## src/rtl/mask_row_sequencer_pkg.sv

```systemverilog
// mask_seq_pkg: FSM state encoding, default parameters and counter widths for mask_row_sequencer
package mask_seq_pkg;
  typedef enum logic [1:0] {ST_IDLE, ST_STREAM, ST_LOAD, ST_DONE} state_t;
  localparam int DEF_NUM_ROWS = 480;
  localparam int DEF_WORDS_PER_ROW = 20;
  localparam int DEF_LOAD_CYCLES = 2;
  localparam int WORD_W = 8;
  localparam int ROW_W = 10;
  localparam int LOAD_W = 4;
endpackage

```

## src/rtl/mask_row_sequencer_seq_counter.sv

```systemverilog
// seq_counter: wrapping counter 0..MAX with clear/enable; ports clk, rst, clr, en in; tc out (count == MAX)
module seq_counter #(
  parameter int W = 8,
  parameter int MAX = 1
) (
  input  logic clk,
  input  logic rst,
  input  logic clr,
  input  logic en,
  output logic tc
);
  logic [W-1:0] cnt;
  assign tc = cnt == W'(MAX);
  always_ff @(posedge clk)
    if (rst || clr) cnt <= '0;
    else if (en) cnt <= tc ? '0 : cnt + W'(1);
endmodule

```

## src/rtl/mask_row_sequencer.sv

```systemverilog
// mask_row_sequencer: streams mask words row by row, then strobes ROW_LOAD; ports start/mask_* in, mSTREAM/STREAM_EN/ROWADD/ROW_LOAD/busy/done/stall_cnt out
module mask_row_sequencer
  import mask_seq_pkg::*;
#(
  parameter int NUM_ROWS = DEF_NUM_ROWS,
  parameter int WORDS_PER_ROW = DEF_WORDS_PER_ROW,
  parameter int LOAD_CYCLES = DEF_LOAD_CYCLES
) (
  input  logic        clk,
  input  logic        rst,
  input  logic        start,
  input  logic [15:0] mask_data,
  input  logic        mask_valid,
  output logic        mask_ready,
  output logic [16:1] mSTREAM,
  output logic        STREAM_EN,
  output logic [9:0]  ROWADD,
  output logic        ROW_LOAD,
  output logic        busy,
  output logic        done,
  output logic [15:0] stall_cnt
);
  state_t state;
  logic hs, go, load_exit, word_tc, row_tc, load_tc;
  assign mask_ready = state == ST_STREAM;
  assign hs = mask_valid && mask_ready;
  assign go = state == ST_IDLE && start;
  assign load_exit = state == ST_LOAD && load_tc;
  seq_counter #(.W(WORD_W), .MAX(WORDS_PER_ROW - 1)) u_word (
    .clk(clk), .rst(rst), .clr(go), .en(hs), .tc(word_tc));
  seq_counter #(.W(ROW_W), .MAX(NUM_ROWS - 1)) u_row (
    .clk(clk), .rst(rst), .clr(go), .en(load_exit && !row_tc), .tc(row_tc));
  seq_counter #(.W(LOAD_W), .MAX(LOAD_CYCLES - 1)) u_load (
    .clk(clk), .rst(rst), .clr(go), .en(state == ST_LOAD), .tc(load_tc));
  always_ff @(posedge clk) begin
    if (rst) begin
      state <= ST_IDLE;
      mSTREAM <= '0;
      STREAM_EN <= 1'b0;
      ROWADD <= '0;
      ROW_LOAD <= 1'b0;
      busy <= 1'b0;
      done <= 1'b0;
      stall_cnt <= '0;
    end else begin
      STREAM_EN <= hs;
      if (hs) mSTREAM <= mask_data;
      done <= 1'b0;
      case (state)
        ST_IDLE: if (start) begin
          state <= ST_STREAM;
          busy <= 1'b1;
          ROWADD <= '0;
          stall_cnt <= '0;
        end
        ST_STREAM:
          if (hs && word_tc) begin
            state <= ST_LOAD;
            ROW_LOAD <= 1'b1;
          end else if (!mask_valid) stall_cnt <= stall_cnt + {15'd0, ~&stall_cnt};
        ST_LOAD: if (load_tc) begin
          ROW_LOAD <= 1'b0;
          state <= row_tc ? ST_DONE : ST_STREAM;
          done <= row_tc;
          ROWADD <= row_tc ? ROWADD : ROWADD + 10'd1;
        end
        ST_DONE: begin
          state <= ST_IDLE;
          busy <= 1'b0;
        end
        default: state <= ST_IDLE;
      endcase
    end
  end
endmodule
```

## config.mk

```make
export PLATFORM = sky130hd
export DESIGN_NAME = mask_row_sequencer
export DESIGN_NICKNAME = d
export VERILOG_FILES = /design/src/rtl/mask_row_sequencer_pkg.sv /design/src/rtl/mask_row_sequencer_seq_counter.sv /design/src/rtl/mask_row_sequencer.sv
export SDC_FILE = /design/constraint.sdc
export NUM_CORES = 1
export LEC_CHECK = 0
export ABC_AREA = 1
export BUFFER_PORTS_ARGS = -buffer_cell sky130_fd_sc_hd__buf_4
export CAP_MARGIN = 20
export CORE_MARGIN = 2
export CORE_UTILIZATION = 45
export CTS_BUF_LIST = sky130_fd_sc_hd__clkbuf_4 sky130_fd_sc_hd__clkbuf_8 sky130_fd_sc_hd__clkbuf_16
export DETAILED_ROUTE_END_ITERATION = 16
export PLACE_DENSITY_LB_ADDON = 0.12
export SYNTH_ARGS = -nofsm -noshare
export SYNTH_HDL_FRONTEND = slang
export SYNTH_SLANG_ARGS = --single-unit
```

## constraint.sdc

```tcl
create_clock -name clk -period 1.8 [get_ports clk]
set_input_delay 0.09 -clock clk [delete_from_list [all_inputs] [get_ports clk]]
set_output_delay 0.09 -clock clk [all_outputs]
set_load 0.1 [all_outputs]
```

==> flow_metrics.py <==
metrics = {
    "sta": {
        "setup_viol": 0,
        "worst_slew_pin_slew_ns": 0.331,
        "drv_slew": 0,
        "max_slew_margin_pct": 77.7,
        "min_period_ns": 1.74,
        "grt_setup_unrepaired": "yes",
        "fin_ws_ns": 0.0643,
        "skew_ns": 0.00877,
        "setup_tns_ns": 0,
        "hold_viol_final": 0,
        "fmax_ghz": 0.576,
        "period_share_pct": 96.4,
    },
    "clock_network": {
        "clk_pin_slew_ns": 0.08,
        "cts_sinks": 70,
        "cts_buffers": 9,
        "insertion_delay_ns": 0.35,
        "cts-root-buf": "clkbuf_8",
        "cts_tree": "built",
        "htree_levels": 3,
        "clk_path_buf_depth": 2,
    },
    "setup_path": {
        "cp-start-kind": "flip-flop",
        "critPathArrivalTime_ns": 2.02,
        "cp-end-kind": "flip-flop",
        "path_class": "flip-flop to flip-flop",
        "startpoint": "stall_cnt[4]",
        "crit_fanout": 5,
        "critPathRequiredTime_ns": 2.08,
        "timing.rr.start": "stall_cnt[4]",
    },
    "detailed_routing": {
        "wirelength_mm": 9.07,
        "drc_errors": 0,
        "dr.pass1.iters": 4,
        "drt_iter0_markers": 129,
        "antenna_left": 0,
        "wire_per_inst_um": 12.2,
        "vias": 3728,
        "via_per_inst": 5.00,
    },
    "logic_synthesis": {
        "synthCells": 546,
        "yosys_warnings": 0,
        "syn_area_per_cell_um2": 6.52,
        "async_flop_share_pct": 0,
        "synth.distinct_cells": 30,
        "yosys.area.top_type": "dfxtp_1",
        "yosys-top-cells-count": "nand2_1 (123), nor2_1 (95), dfxtp_1 (70)",
        "synth_top_area_share_pct": 39.4,
        "yosys_most_used_dff": "dfxtp_1",
        "synth_area_leaders": "dfxtp_1 (39%), nand2_1 (13%), nor2_1 (10%), nand3_1 (6.6%), o21ai_0 (5.9%)",
        "synth.cell_area_mm2": 0.00356,
        "synth_seq_cells": 70,
        "yosysMostFrequentCell": "nand2_1",
        "ys_seq_area_share_pct": 39.4,
        "synth_nets": 571,
        "synth_edf_count": 0,
    },
    "min_path": {
        "min_path_type": "input pin to flip-flop",
        "worstHoldStart": "mask_valid",
    },
    "global_routing": {
        "antenna_found_initial": 0,
        "use_met3_pct": 3.09,
        "grt_max_degree": 33,
        "track_usage_pct": 22.0,
        "use_met1_pct": 27.5,
        "grt_pass1_vias": 3447,
        "gr-total-overflow": 0,
        "grt_pass1_wl_mm": 15.5,
        "top_usage_layer": "met2",
        "met2_usage_pct": 37.9,
    },
    "power": {
        "peakVddDrop_mv": 0.553,
        "p_sw_mw": 1.62,
        "swShare_pct": 38.1,
        "power.density_mw_per_mm2": 905,
        "pwr-share-clk_pct": 31.0,
        "intPower_mw": 2.64,
        "finalPower_mw": 4.26,
        "power_leakage_nw": 2.04,
        "power_frac_seq_pct": 40.0,
        "combPwrFrac_pct": 29.0,
    },
    "layout": {
        "final_nets": 663,
        "n_antenna_cell": 0,
        "areaGrowthSynthToFinish_pct": 32.4,
        "drive_gt1_share_pct": 22.7,
        "stdcell_count": 745,
    },
    "floorplan": {
        "row_count": 32,
        "io_pins": 67,
        "die_h_um": 92.9,
        "start_util_pct": 46.3,
        "coreArea_mm2": 0.00769,
        "die_w_um": 92.9,
        "fp.dieArea_mm2": 0.00864,
    },
    "placed_design": {
        "place_ws_ns": 0.0571,
        "dp_hpwl_mm": 6.36,
        "globalplace.congestion": 0.906,
        "port_buffers": 66,
        "dp.cells": 709,
    },
    "run": {
        "maxCapViolCount": 0,
    },
    "status": {
        "outcome": "finished, final reports clean",
    },
}
==> area by class of cell <==
class / instances / area, um2
clock buffers: 12 / 188
multi-input cells: 400 / 1910
well taps: 102 / 128
flip-flops and latches: 70 / 1460
clock inverters: 4 / 23.8
fillers: 729 / 2970
inverters: 59 / 221
repair buffers: 98 / 778
==> logic make-up (layout without fill, tap and decap cells) <==
logic type	after synthesis	count (layout)	share of synthesized area, %
fa+ha+maj	5	5	1.76
buf+inv	76	173	8.72
compound gates	88	88	12.9
simple gates	307	307	37.3
flops	70	70	39.4
==> final timing paths <==
kind                            slack (ns)       endpoint  cells past startpoint
worst max-delay path                  0.06  stall_cnt[10]                     13
worst min-delay path                  0.12      STREAM_EN                      3
worst max register to register        0.06  stall_cnt[10]                     13
worst min register to register        0.48  u_load.cnt[3]                      2
==> stage by stage <==
step	utilization (%)	cell area (um2)	hold WS (ns)
after floorplan	-	3640	0.225
after global placement	55.5	4260	0.313
after detailed placement	55.5	4260	0.316
after CTS	60.4	4640	0.118
after global routing	61.3	4710	0.144
final	61.3	4710	0.121
==> worst max-delay path: stages, from the launching register on <==
cell	delay (ns)
dfxtp_4	0.38
nand2_4	0.07
nor4_2	0.26
nand3_1	0.16
ha_2	0.24
nand2_4	0.08
inv_2	0.05
nand2_2	0.07
nor2_4	0.05
nand3_2	0.05
nand2_1	0.04
nand2_1	0.06
nand2_1	0.05
nor2_1	0.10
==> placed cells by master, fill, tap and decap left out, drive strengths merged <==
master	count
ha	5
inv	60
nor3b	2
o21bai	2
clkinvlp	1
nand3b	4
buf	81
nor2	100
clkinv	2
dfxtp	70
a21oi	39
nand4	11
a211oi	1
o211ai	1
nand2	126
nand3	47
clkbuf	12
nor4	1
or2	3
nor3	13
a31oi	2
o21ai	43
dlygate4sd3	17
==> metal layers <==
metal / vias up / wire length [um]
li1: 1952 / -
met1: 1693 / 4240
met2: 70 / 4340
met3: 13 / 310
met4: 0 / 185
met5: - / 0
==> sequential cells by signal, summed over array words and instances, names as in the netlist <==
register	count
mSTREAM	16
stall_cnt	16
ROWADD	10
u_row.cnt	10
u_word.cnt	8
u_load.cnt	4
state	2
ROW_LOAD	1
STREAM_EN	1
busy	1
done	1
==> power groups by stage <==
stage | Sequential (mW) | Clock (mW) | Combinational (mW)
floorplan | 2.23 | 0 | 0.426
global placement | 1.74 | 0 | 1.18
detailed placement | 1.74 | 0 | 1.19
CTS | 1.71 | 1.35 | 1.22
global route | 1.72 | 1.40 | 1.32
finish | 1.71 | 1.32 | 1.24
==> repair_timing <==
item                       4_1_cts  5_1_grt
setup endpoints to repair        0       12
hold buffers                    17        0
setup buffers                    0        3
resized for setup                0       14
hold endpoints to repair        22        0
No activity file was read; power rests on OpenSTA's default activity.
